File: src/rtl/parity_pkg.sv
`default_nettype none
// ============================================================================
// Module      : parity_pkg
// Description : Shared types and helpers for the parity_stream block.
// Revision    : 1.0 - initial release
// ============================================================================
package parity_pkg;

    // Widest word the helper function accepts; narrower words are zero-extended,
    // which leaves the reduction XOR unchanged.
    localparam int c_MAX_WIDTH = 64;

    // Frame-tracking states of the stream accumulator.
    typedef enum logic [1:0] {
        IDLE  = 2'd0,
        ACCUM = 2'd1,
        HOLD  = 2'd2
    } state_t;

    // Reduction XOR of a word (1 = odd number of set bits).
    function automatic logic word_parity(input logic [c_MAX_WIDTH-1:0] word);
        return ^word;
    endfunction

endpackage
`default_nettype wire

File: src/rtl/parity_word.sv
`default_nettype none
// ============================================================================
// Module      : parity_word
// Description : WIDTH-input XOR tree; the generalised 3-input parity gate.
// Revision    : 1.0 - initial release
// ============================================================================
module parity_word #(
    parameter int WIDTH = 8
) (
    input  logic [WIDTH-1:0] data,
    output logic             parity
);

    // Reduction XOR; synthesis balances this into a log-depth tree.
    assign parity = ^data;

endmodule
`default_nettype wire

File: src/rtl/parity_stream.sv
`default_nettype none
// ============================================================================
// Module      : parity_stream
// Description : Accumulates XOR parity over valid/ready framed word streams
//               and reports parity, word count, overflow and check result.
// Revision    : 1.0 - initial release
// ============================================================================
module parity_stream
    import parity_pkg::*;
#(
    parameter int WIDTH  = 8,
    parameter int MAXLEN = 16,
    parameter int CNT_W  = $clog2(MAXLEN + 1)
) (
    input  logic             clock,
    input  logic             reset,
    input  logic             in_valid,
    output logic             in_ready,
    input  logic [WIDTH-1:0] in_data,
    input  logic             in_last,
    input  logic             odd,
    input  logic             check_en,
    input  logic             check_bit,
    output logic             out_valid,
    input  logic             out_ready,
    output logic             out_parity,
    output logic [CNT_W-1:0] out_count,
    output logic             out_overflow,
    output logic             out_error
);

    localparam logic [CNT_W-1:0] c_MAXLEN = CNT_W'(MAXLEN);
    localparam logic [CNT_W-1:0] c_ONE    = CNT_W'(1);

    state_t           r_state;
    logic             r_acc;
    logic [CNT_W-1:0] r_cnt;
    logic             r_ovf;
    logic             r_odd;
    logic             r_out_valid;
    logic             r_out_parity;
    logic [CNT_W-1:0] r_out_count;
    logic             r_out_overflow;
    logic             r_out_error;

    logic             w_wpar;
    logic             w_accept;
    logic             w_first;
    logic             w_acc_next;
    logic             w_odd_eff;
    logic [CNT_W-1:0] w_cnt_next;
    logic             w_ovf_next;
    logic             w_par_final;

    parity_word #(
        .WIDTH (WIDTH)
    ) u_parity_word (
        .data   (in_data),
        .parity (w_wpar)
    );

    assign in_ready = (r_state != HOLD) && !reset;
    assign w_accept = in_valid && in_ready;
    assign w_first  = (r_state == IDLE);

    // Next accumulator/counter values for an accepted word; the first word of
    // a frame restarts them and supplies the parity mode directly.
    always_comb begin
        w_acc_next  = w_first ? w_wpar : (r_acc ^ w_wpar);
        w_odd_eff   = w_first ? odd : r_odd;
        w_cnt_next  = r_cnt;
        w_ovf_next  = r_ovf;
        if (w_first) begin
            w_cnt_next = c_ONE;
            w_ovf_next = 1'b0;
        end else if (r_cnt < c_MAXLEN) begin
            w_cnt_next = r_cnt + c_ONE;
        end else begin
            w_ovf_next = 1'b1;
        end
        w_par_final = w_acc_next ^ w_odd_eff;
    end

    // Frame FSM with accumulator, counter and registered result outputs.
    always_ff @(posedge clock) begin
        if (reset) begin
            r_state        <= IDLE;
            r_acc          <= 1'b0;
            r_cnt          <= '0;
            r_ovf          <= 1'b0;
            r_odd          <= 1'b0;
            r_out_valid    <= 1'b0;
            r_out_parity   <= 1'b0;
            r_out_count    <= '0;
            r_out_overflow <= 1'b0;
            r_out_error    <= 1'b0;
        end else begin
            case (r_state)
                IDLE, ACCUM: begin
                    if (w_accept) begin
                        r_acc <= w_acc_next;
                        r_cnt <= w_cnt_next;
                        r_ovf <= w_ovf_next;
                        r_odd <= w_odd_eff;
                        if (in_last) begin
                            r_state        <= HOLD;
                            r_out_valid    <= 1'b1;
                            r_out_parity   <= w_par_final;
                            r_out_count    <= w_cnt_next;
                            r_out_overflow <= w_ovf_next;
                            r_out_error    <= check_en && (check_bit != w_par_final);
                        end else begin
                            r_state <= ACCUM;
                        end
                    end
                end
                HOLD: begin
                    // Result stays put until the consumer takes it.
                    if (out_ready) begin
                        r_state     <= IDLE;
                        r_out_valid <= 1'b0;
                    end
                end
                default: begin
                    r_state <= IDLE;
                end
            endcase
        end
    end

    assign out_valid    = r_out_valid;
    assign out_parity   = r_out_parity;
    assign out_count    = r_out_count;
    assign out_overflow = r_out_overflow;
    assign out_error    = r_out_error;

endmodule
`default_nettype wire
File: config.mk
export PLATFORM = sky130hd
export DESIGN_NAME = parity_stream
export DESIGN_NICKNAME = d
export VERILOG_FILES = /design/src/rtl/parity_pkg.sv /design/src/rtl/parity_word.sv /design/src/rtl/parity_stream.sv
export SDC_FILE = /design/constraint.sdc
export NUM_CORES = 1
export LEC_CHECK = 0
export CAP_MARGIN = 20
export CORE_MARGIN = 10
export CORE_UTILIZATION = 25
export CTS_BUF_LIST = sky130_fd_sc_hd__clkbuf_8
export DETAILED_ROUTE_END_ITERATION = 12
export PLACE_DENSITY = 0.46
export RECOVER_POWER = 50
export SLEW_MARGIN = 30
export SYNTH_ARGS = -nofsm -noshare
export SYNTH_HDL_FRONTEND = slang
export SYNTH_SLANG_ARGS = --single-unit
File: constraint.sdc
create_clock -name clock -period 3 [get_ports clock]
set_input_delay 0.45 -clock clock [delete_from_list [all_inputs] [get_ports clock]]
set_output_delay 0.45 -clock clock [all_outputs]
set_load 0.03 [all_outputs]
; ---- Yosys cells after proc, flatten, opt, wreduce, memory -nomap -nowiden
; Cells that the tools add are included.
[op_classes]
add_sub_neg = 1
n_lt_le_gt_ge = 1
eq_ne = 7
mux = 14
bitwise = 2
n_reduce_logical = 12
[op_table]
columns = op, n
row1 = $mux 5, 2
row2 = $ne 2x2->1 const B, 4
row3 = $reduce_xor 8->1, 1
row4 = $mux 1, 7
row5 = $mux 2, 3
row6 = $add 5x1->5 const B, 1
row7 = $lt 5x5->1 const B, 1
row8 = $pmux 2 s2, 1
row9 = $reduce_and 2->1, 2
row10 = $reduce_and 4->1, 1
row11 = $logic_and 1x1->1, 3
row12 = $reduce_and 3->1, 1
row13 = $eq 2x1->1 const B, 1
row14 = $eq 2x2->1 const B, 1
row15 = $logic_not 2->1, 1
row16 = $pmux 1 s2, 1
row17 = $reduce_bool 2->1, 1
row18 = $reduce_or 2->1, 1
row19 = $xor 1x1->1, 2
row20 = $logic_not 1->1, 1
row21 = $ne 1x1->1, 1
[word_totals]
reg_bits = 19
out_inout_bits = 10

; ---- Logic depth before layout (Yosys ltp)
; Gate-level depths: netlist of the first run.
[depth]
depth_word = 6
ltp_mapped = 7
mapped_depth_nobuf = 6

; ---- By module
; Synthesis of the first run repeated with hierarchy kept, for this count alone.
[hier_totals]
hier_cells = 108
area_unflattened_um2 = 964.7
[by_module_without_submodules]
columns = mod, n_inst, cells_each, area_per_inst_um2, seq_area_each_um2
row1 = parity_stream, 1, 101, 903.4, 380.4
row2 = parity_word, 1, 7, 61.3, 0.0

; ---- Least setup slack after synthesis of the first run
; No wires, ideal clock.
[synth_path]
path_type = input -> output
startpoint = input port reset
endpoint = output port in_ready
arrival_ns = 1.304
path_slack_ns = 1.246
path_stages = 3
n_path_buf = 2
cell_sequence = clkbuf_1 clkbuf_1 a21oi_1
[synth_via]
elab_chain_cells = 2
[synth_lines]
columns = element, line
row1 = start: declaration, parity_stream.sv:16  ; input logic reset,
row2 = $logic_not 1->1, parity_stream.sv:62  ; assign in_ready = (r_state != HOLD) && !reset;
row3 = $logic_and 1x1->1, parity_stream.sv:62
row4 = end: declaration, parity_stream.sv:18  ; output logic in_ready,
; No other way between the ends.

; ---- Final worst setup path of the first run
; Same ends and word-level chain as after synthesis.

==> summary.md, run 1 <==
| Metric | Value |
|---|---|
| # hold bufs at CTS | `0` |
| Antenna cells | `0` |
| Setup Buffers After CTS | `0` |
| Final core utilization | `0.354` |
| Top delay family on crit path | `buffers and inverters` |
| Longest Clk Path Bufs | `2` |
| Post-synthesis sequential area ratio | `0.405` |
| Syn avg cell area | `8.38 µm²` |
| Syn. warnings | `0` |
| Initial core utilization | `0.258` |
| Clk slew on worst S/H paths | `0.08 ns` |
| GPL Wtd Cong | `0.747` |
| Post-synth EDFFs | `0` |
| Post-DR vias/cell | `4.46` |
| Count leader, synth | `dfxtp_1` |
| Net count after synthesis | `129` |
| VDD IR max | `0.132 mV` |
| Worst Hold Path EP | `out_overflow` |
| Placed Area | `0.00124 mm²` |
| Worst Tran Pin Value | `0.559 ns` |
| Startpoint type of the worst setup path | `input port` |
| Fillers | `407` |
| Seq cells post-synth | `19` |
| Synth unique cells | `32` |
| Cells after synthesis | `112` |
| First-pass GRT wire length | `3820 µm` |
| Fin. max-slew vios | `0` |
| Final min period | `2.27 ns` |
| Worst stage delay on the critical path | `0.70 ns` |
| Global-route usage over all layers | `0.0733` |
| Die W | `81.3 µm` |
| Post-CTS Resized | `0` |
| Critical Path Sink Type | `output pin` |
| Nets@finish | `155` |
| CP Cell Sequence | `dlygate4sd3_1 -> a21oi_1 -> clkdlybuf4s50_1` |
| Num rows | `22` |
| CTS Buf Count | `3` |
| Die Ht | `81.3 µm` |
| DRT Pass-1 Iters | `3` |
| Power Density | `461 mW/mm²` |
| Min Hold Slack | `0.451 ns` |
| Area contributors post-synth | `dfxtp_1, nand2_1, xnor2_1` |
| WL/cell | `12.4 µm` |
| Post-synth top cells | `dfxtp_1, nand2_1, a21oi_1` |
| Initial antenna violation count | `0` |
| I/O pins | `26` |
| H-tree depth | `1` |
| FF-to-FF path depth | `5` |
| Hold Path Depth | `2` |
| CTS Root Cell | `clkbuf_8` |
| Register area | `380 µm²` |
| Total number of vias | `826` |
| Final period util | `0.758` |
| Remaining DRCs | `0` |
| Routed wire length | `2300 µm` |
| Status | `complete, no violations` |
| Max-cap viol count | `0` |
| 1st-iter DRT viols | `40` |
| Reg2reg start | `r_state[1]` |
| Final Cell Area | `0.00128 mm²` |
| Main synth FF type | `dfxtp_1` |
| CP max FO | `2` |
| F_max | `0.440 GHz` |
| # clock sinks | `19` |
| Vias in the first global route | `872` |
| CP arrival | `1.82 ns` |
| Finished Layout Cells | `185` |
| Crit path buf inv count | `2` |
| Post-Syn Area | `938 µm²` |
| ANT nets after route | `0` |
| Worst Min Path Start | `out_overflow` |
| Final Hold Violating Endpoints | `0` |
| Slew margin rel. | `0.626` |
| Layout cells sized above 1 | `0.0438` |
| Syn-to-layout area delta | `36.9%` |
| RSZ-0062 raised after global routing | `no` |
| Grt total ovfl | `0` |
| CTS tree | `yes` |
| Required time worst endpoint | `2.55 ns` |
| Largest net degree at the start of global routing | `22` |
| Worst Skew | `0.00340 ns` |
| Sum Neg Setup Slack | `0 ns` |
| Placed insts | `181` |
| FF-to-FF setup slack | `1.24 ns` |
| Die ar. | `0.00660 mm²` |
| Core area | `0.00363 mm²` |
| Synth area leader | `dfxtp_1` |
| R2r endpoint | `out_error` |
| Area occupied by multi-input gates | `527 µm²` |
| Post-synth top area share | `0.405` |
| Worst min path class | `flop to flop` |
| IO Port Bufs | `25` |
| FFs w/ async S/R, synth | `0` |
| Slowest stage cell, crit path | `clkdlybuf4s50_1` |
| Post-DP HPWL | `1800 µm` |
| Critical path type | `input port to output pin` |
| Pleak | `0.000468 µW` |
| Clock network latency to the later pin of the worst-skew pair | `0.25 ns` |
| Finish-stage setup viols | `0` |
worst min-delay path, delay by kind of cell, from the launching register on:
| kind | cells | cell delay, ns |
|---|---|---|
| AOI/OAI and AO/OA | 1 | 0.05 |
| and+or+nand+nor | 1 | 0.05 |
| DFF | 1 | 0.31 |
metal layers:
layer,wire [µm],part of all wire,global-route usage,up-vias
met3,173,0.075,0.0254,2
met5,0,0,0,-
met1,1040,0.45,0.0777,368
met2,1040,0.45,0.122,20
met4,42,0.018,0.0467,0
li1,-,-,-,436
flip-flops by register name, indices dropped and copies added (netlist names):
signal / flops
r_cnt: 5
r_ovf: 1
out_overflow: 1
out_parity: 1
out_valid: 1
out_count: 5
r_state: 2
out_error: 1
r_acc: 1
r_odd: 1
placed cells by master (no fill, tap or decap), types with 2 or more instances in the layout:
| cell | n |
|---|---|
| a21oi_1 | 12 |
| clkbuf_8 | 3 |
| clkdlybuf4s50_1 | 19 |
| dfxtp_1 | 19 |
| dlygate4sd3_1 | 6 |
| inv_1 | 2 |
| nand2_1 | 18 |
| nand3_1 | 3 |
| nand3b_1 | 5 |
| nor2_1 | 9 |
| nor3_1 | 4 |
| nor3b_1 | 2 |
| o21ai_0 | 3 |
| xnor2_1 | 7 |
| xor2_1 | 4 |
power by group:
part           switching [µW]  internal [µW]  total (µW)
combinational            66.6           71.6         138
clock                    87.4           93.5         181
sequential               9.20            264         273
worst max path at each step:
stage               cells after the start  slack [ns]         to        from
finish                                  3        0.73   in_ready       reset
global route                            3        0.68   in_ready       reset
CTS                                     3        0.85   in_ready       reset
detailed placement                      6        0.78  out_error  in_data[2]
global placement                        6        0.81  out_error  in_data[2]
floorplan                               3        1.25   in_ready       reset
kinds of logic after synthesis:
kind of cell	after synthesis	synth area share
buf+inv	8	0.0333
flops	19	0.405
fa+ha+maj	1	0.0133
xor+xnor	13	0.144
compound gates	25	0.163
mux	1	0.0107
simple gates	45	0.231
stage by stage:
stage / total power [µW] / setup WS (ns)
CTS: 604 / 0.847
floorplan: 371 / 1.25
detailed placement: 421 / 0.777
finish: 592 / 0.726
global route: 623 / 0.680
global placement: 418 / 0.808
cell type report:
cell class / instances / share of cell area
multi-input cells: 85 / 0.410
flip-flops and latches: 19 / 0.296
clock inverters: 1 / 0.00584
clock buffers: 3 / 0.0321
well taps: 48 / 0.0467
repair buffers: 27 / 0.204
inverters: 2 / 0.00584
No activity file was read; power rests on OpenSTA's default activity.
==> inputs of run 2 (changes only) <==
--- a/config.mk
+++ b/config.mk
@@ -10,7 +10,7 @@
 export CORE_UTILIZATION = 25
 export CTS_BUF_LIST = sky130_fd_sc_hd__clkbuf_8
 export DETAILED_ROUTE_END_ITERATION = 12
-export PLACE_DENSITY = 0.46
+export PLACE_DENSITY = 0.48
 export RECOVER_POWER = 50
 export SLEW_MARGIN = 30
 export SYNTH_ARGS = -nofsm -noshare
==> constraint.sdc (replaced) <==
create_clock -name clock -period 1.9 [get_ports clock]
set_input_delay 0.285 -clock clock [delete_from_list [all_inputs] [get_ports clock]]
set_output_delay 0.285 -clock clock [all_outputs]
set_load 0.03 [all_outputs]
==> summary.md, run 2 (same netlist as run 1, synthesis figures left out) <==
| Metric | Value |
|---|---|
| Die ar. | `0.00660 mm²` |
| Routed wire length | `2290 µm` |
| Placed Area | `0.00129 mm²` |
| Post-DR vias/cell | `4.51` |
| RSZ-0062 raised after global routing | `no` |
| Power Density | `722 mW/mm²` |
| Initial antenna violation count | `0` |
| Final core utilization | `0.364` |
| Global-route usage over all layers | `0.0704` |
| VDD IR max | `0.283 mV` |
| Critical Path Sink Type | `flop` |
| FF-to-FF path depth | `6` |
| Grt total ovfl | `0` |
| Core area | `0.00363 mm²` |
| CP Cell Sequence | `clkdlybuf4s50_1 -> xor2_1 -> xnor2_1 -> xnor2_2 -> xnor3_1 -> a31o_1` |
| Most common cell after layout, fill and taps aside | `clkdlybuf4s50_1` |
| Commonest cells after routing, fill and taps aside | `clkdlybuf4s50_1, dfxtp_1, nand2_1` |
| Critical path depth | `6` |
| # hold bufs at CTS | `0` |
| Slowest stage cell, crit path | `clkdlybuf4s50_1` |
| Top delay family on crit path | `XOR/XNOR gates` |
| Max-cap viol count | `0` |
| Finish-stage setup viols | `0` |
| Fillers | `395` |
| Final Hold Violating Endpoints | `0` |
| CP endpoint | `out_error` |
| Nets@finish | `162` |
| F_max | `0.595 GHz` |
| Crit path buf inv count | `1` |
| Startpoint type of the worst setup path | `input port` |
| DRT Pass-1 Iters | `4` |
| Worst min path class | `flop to flop` |
| Final min period | `1.68 ns` |
| Sum Neg Setup Slack | `0 ns` |
| Post-CTS Resized | `0` |
| Longest Clk Path Bufs | `2` |
| CP max FO | `2` |
| First-pass GRT wire length | `3750 µm` |
| Vias in the first global route | `858` |
| Pre-CTS setup slack | `-0.0504 ns` |
| Clock network latency to the later pin of the worst-skew pair | `0.25 ns` |
| Num rows | `22` |
| Beginning of the critical path | `in_data[3]` |
| CTS Buf Count | `3` |
| ANT nets after route | `0` |
| Required time worst endpoint | `2.05 ns` |
| R2r endpoint | `r_cnt[0]` |
| FF-to-FF setup slack | `0.43 ns` |
| 1st-iter DRT viols | `27` |
| Final Cell Area | `0.00132 mm²` |
| Fin. max-slew vios | `0` |
| Worst stage delay on the critical path | `0.41 ns` |
| Final period util | `0.884` |
| Initial core utilization | `0.258` |
| Status | `complete, no violations` |
| Die W | `81.3 µm` |
| WL/cell | `11.9 µm` |
| Setup Buffers After CTS | `0` |
| Critical path type | `input port to flop` |
| Worst Tran Pin Value | `0.385 ns` |
| Setup ws final | `0.220 ns` |
| Pleak | `0.000482 µW` |
| Final Power | `954 µW` |
| Total number of vias | `865` |
| CP arrival | `1.83 ns` |
| Layout cells sized above 1 | `0.0764` |
| Remaining DRCs | `0` |
| Clk slew on worst S/H paths | `0.08 ns` |
| IO Port Bufs | `25` |
| Die Ht | `81.3 µm` |
| CTS tree | `yes` |
| Antenna cells | `0` |
| Syn-to-layout area delta | `40.8%` |
| Slew margin rel. | `0.743` |
| GPL Wtd Cong | `0.801` |
| H-tree depth | `1` |
| Reg2reg start | `r_state[1]` |
| Post-DP HPWL | `1870 µm` |
| I/O pins | `26` |
| Worst Skew | `0.00226 ns` |
| CTS Root Cell | `clkbuf_8` |
| # clock sinks | `19` |
| Largest net degree at the start of global routing | `14` |
## run 2: cell types whose count changed in the layout (fill, tap and decap cells not counted)
cell,delta
clkinv_2,+1
dlygate4sd3_1,-4
buf_4,+5
clkdlybuf4s50_1,+3
clkinvlp_4,-1
clkbuf_1,+3
## run 2: final cells by class
type	instances	area, µm²	share of cell area
Clock buffer	3	41.3	0.0312
Clock inverter	1	5.00	0.00379
Inverter	2	7.51	0.00568
Multi-Input combinational cell	85	527	0.399
Sequential cell	19	380	0.288
Tap cell	48	60.1	0.0455
Timing Repair Buffer	34	300	0.227
## run 2: worst min path at each step
stage / from / to / slack, ns / cells past startpoint
after global placement: out_overflow / out_overflow / 0.44 / 2
after floorplan: check_en / out_error / 0.42 / 1
final: out_count[2] / out_count[2] / 0.45 / 2
after detailed placement: out_count[2] / out_count[2] / 0.45 / 2
after global routing: out_count[4] / out_count[4] / 0.49 / 2
after CTS: out_count[2] / out_count[2] / 0.46 / 2
## run 2: per-stage QoR
| stage | std cells | hold WS [ns] |
|---|---|---|
| 6_report | 192 | 0.454 |
| 5_1_grt | 192 | 0.491 |
| 4_1_cts | 192 | 0.458 |
| 3_5_place_dp | 188 | 0.448 |
| 3_3_place_gp | 188 | 0.443 |
| 2_1_floorplan | 112 | 0.420 |
## run 2: layer usage
layer | up-vias | part of all wire | track usage
met3 | 2 | 0.075 | 0.0221
met5 | - | 0 | 0
li1 | 449 | - | -
met2 | 25 | 0.44 | 0.111
met1 | 389 | 0.47 | 0.0815
met4 | 0 | 0.014 | 0.0415
## run 2: report_power, final
part | total, µW | internal (µW) | switching [µW]
Combinational | 238 | 130 | 108
Clock | 286 | 146 | 141
Sequential | 429 | 416 | 13.2
## run 2: worst reg2reg max path, stage by stage, from the launching register on
cell and delay (ns):
dfxtp_1 0.32, buf_4 0.15, nor2_1 0.17, and2_0 0.27, clkbuf_1 0.24, a21oi_1 0.09, nor3_1 0.16
==> inputs of run 3 (changes only) <==
--- a/config.mk
+++ b/config.mk
@@ -12,6 +12,7 @@
 export DETAILED_ROUTE_END_ITERATION = 12
 export PLACE_DENSITY = 0.48
 export RECOVER_POWER = 50
+export REMOVE_ABC_BUFFERS = 1
 export SLEW_MARGIN = 30
 export SYNTH_ARGS = -nofsm -noshare
 export SYNTH_HDL_FRONTEND = slang
==> summary.md, run 3 (same netlist as run 1, synthesis figures left out) <==
| Metric | Value |
|---|---|
| CP max FO | `18` |
| Required time worst endpoint | `1.62 ns` |
| Fillers | `399` |
| Power Density | `730 mW/mm²` |
| Post-DR vias/cell | `4.42` |
| Longest Clk Path Bufs | `2` |
| First-pass GRT wire length | `3820 µm` |
| CP arrival | `1.50 ns` |
| Post-CTS Resized | `0` |
| Largest net degree at the start of global routing | `19` |
| Antenna cells | `0` |
| Worst min path class | `flop to flop` |
| Total number of vias | `839` |
| Max-cap viol count | `0` |
| Die ar. | `0.00660 mm²` |
| WL/cell | `12.4 µm` |
| Placed Area | `0.00127 mm²` |
| GPL Wtd Cong | `0.736` |
| IO Port Bufs | `25` |
| Syn-to-layout area delta | `39.6%` |
| DRT Pass-1 Iters | `4` |
| ANT nets after route | `0` |
| Finish-stage setup viols | `0` |
| Num rows | `22` |
| Worst Skew | `0.00413 ns` |
| Routed wire length | `2350 µm` |
| Grt total ovfl | `0` |
| Final min period | `1.78 ns` |
| Clk slew on worst S/H paths | `0.07 ns` |
| DR WL met2 | `1040 µm` |
| Clock network latency to the later pin of the worst-skew pair | `0.26 ns` |
| Layout cells sized above 1 | `0.0704` |
| Worst Min Path Start | `out_count[2]` |
| Area occupied by multi-input gates | `527 µm²` |
| Reg2reg start | `r_state[0]` |
| Nets@finish | `160` |
| Fin. max-slew vios | `0` |
| Commonest cells after routing, fill and taps aside | `clkdlybuf4s50_1, dfxtp_1, nand2_1` |
| R2r endpoint | `out_error` |
| Global-route usage over all layers | `0.0757` |
| CTS Root Cell | `clkbuf_8` |
| Min Hold Slack | `0.458 ns` |
| RSZ-0062 raised after global routing | `no` |
| Critical Path Sink Type | `output pin` |
| Remaining DRCs | `0` |
| # clock sinks | `19` |
| WL met1 | `1070 µm` |
| Die W | `81.3 µm` |
| Hold Path Depth | `2` |
| Final Hold Violating Endpoints | `0` |
| Die Ht | `81.3 µm` |
| Register area | `380 µm²` |
| Top Metal Used | `met4` |
| Vias in the first global route | `812` |
| VDD IR max | `0.239 mV` |
| Startpoint type of the worst setup path | `input port` |
| Final period util | `0.939` |
| 1st-iter DRT viols | `35` |
| Final Cell Area | `0.00131 mm²` |
| Worst Hold Path EP | `out_count[2]` |
| Pleak | `0.000477 µW` |
| CTS Buf Count | `3` |
| # hold bufs at CTS | `0` |
| H-tree depth | `1` |
| Slew margin rel. | `0.749` |
| FF-to-FF path depth | `5` |
| Status | `complete, no violations` |
| Setup Buffers After CTS | `0` |
| Placed insts | `186` |
| Worst Tran Pin Value | `0.376 ns` |
| Finished Layout Cells | `190` |
| Metal3 WL | `153 µm` |
| Critical path type | `input port to output pin` |
| I/O pins | `26` |
| Most common cell after layout, fill and taps aside | `clkdlybuf4s50_1` |
| FF-to-FF setup slack | `0.40 ns` |
| Final Power | `956 µW` |
| Post-DP HPWL | `1830 µm` |
| F_max | `0.560 GHz` |
| Initial core utilization | `0.258` |
| CTS tree | `yes` |
| Initial antenna violation count | `0` |
| Core area | `0.00363 mm²` |
[run 3: how the worst max path moves through the flow]
stage,start,endpoint,depth (start not counted)
finish,reset,in_ready,4
global route,reset,in_ready,4
CTS,in_data[3],out_error,6
detailed placement,in_data[3],out_error,6
global placement,in_data[3],out_error,6
floorplan,in_data[3],out_error,5
[run 3: final cells by class]
type | instances | area share
well taps | 48 | 0.0458
inverters | 2 | 0.00573
clock buffers | 3 | 0.0315
flip-flops and latches | 19 | 0.290
clock inverters | 1 | 0.00382
repair buffers | 32 | 0.221
multi-input cells | 85 | 0.402
[run 3: critical path: stages]
cell	delay [ns]
dlygate4sd3_1	0.63
buf_4	0.23
a21oi_1	0.16
buf_4	0.19
[run 3: metal layers]
metal | global-route usage | vias up
li1 | - | 446
met1 | 0.0853 | 368
met2 | 0.115 | 21
met3 | 0.0199 | 4
met4 | 0.0675 | 0
met5 | 0 | -
[run 3: power breakdown]
| part | internal, µW | leakage (µW) | switching, µW |
|---|---|---|---|
| combinational | 128 | 0.000297 | 110 |
| clock | 146 | 0.0000255 | 142 |
| sequential | 416 | 0.000154 | 13.9 |
[run 3: per-stage QoR]
| stage | util | setup TNS (ns) | setup slack, ns |
|---|---|---|---|
| 2_1_floorplan | - | 0 | 0.377 |
| 3_3_place_gp | 0.351 | -0.0567 | -0.0567 |
| 3_5_place_dp | 0.351 | -0.0960 | -0.0960 |
| 4_1_cts | 0.364 | 0 | 0.171 |
| 5_1_grt | 0.361 | 0 | 0.0743 |
| 6_report | 0.361 | 0 | 0.116 |
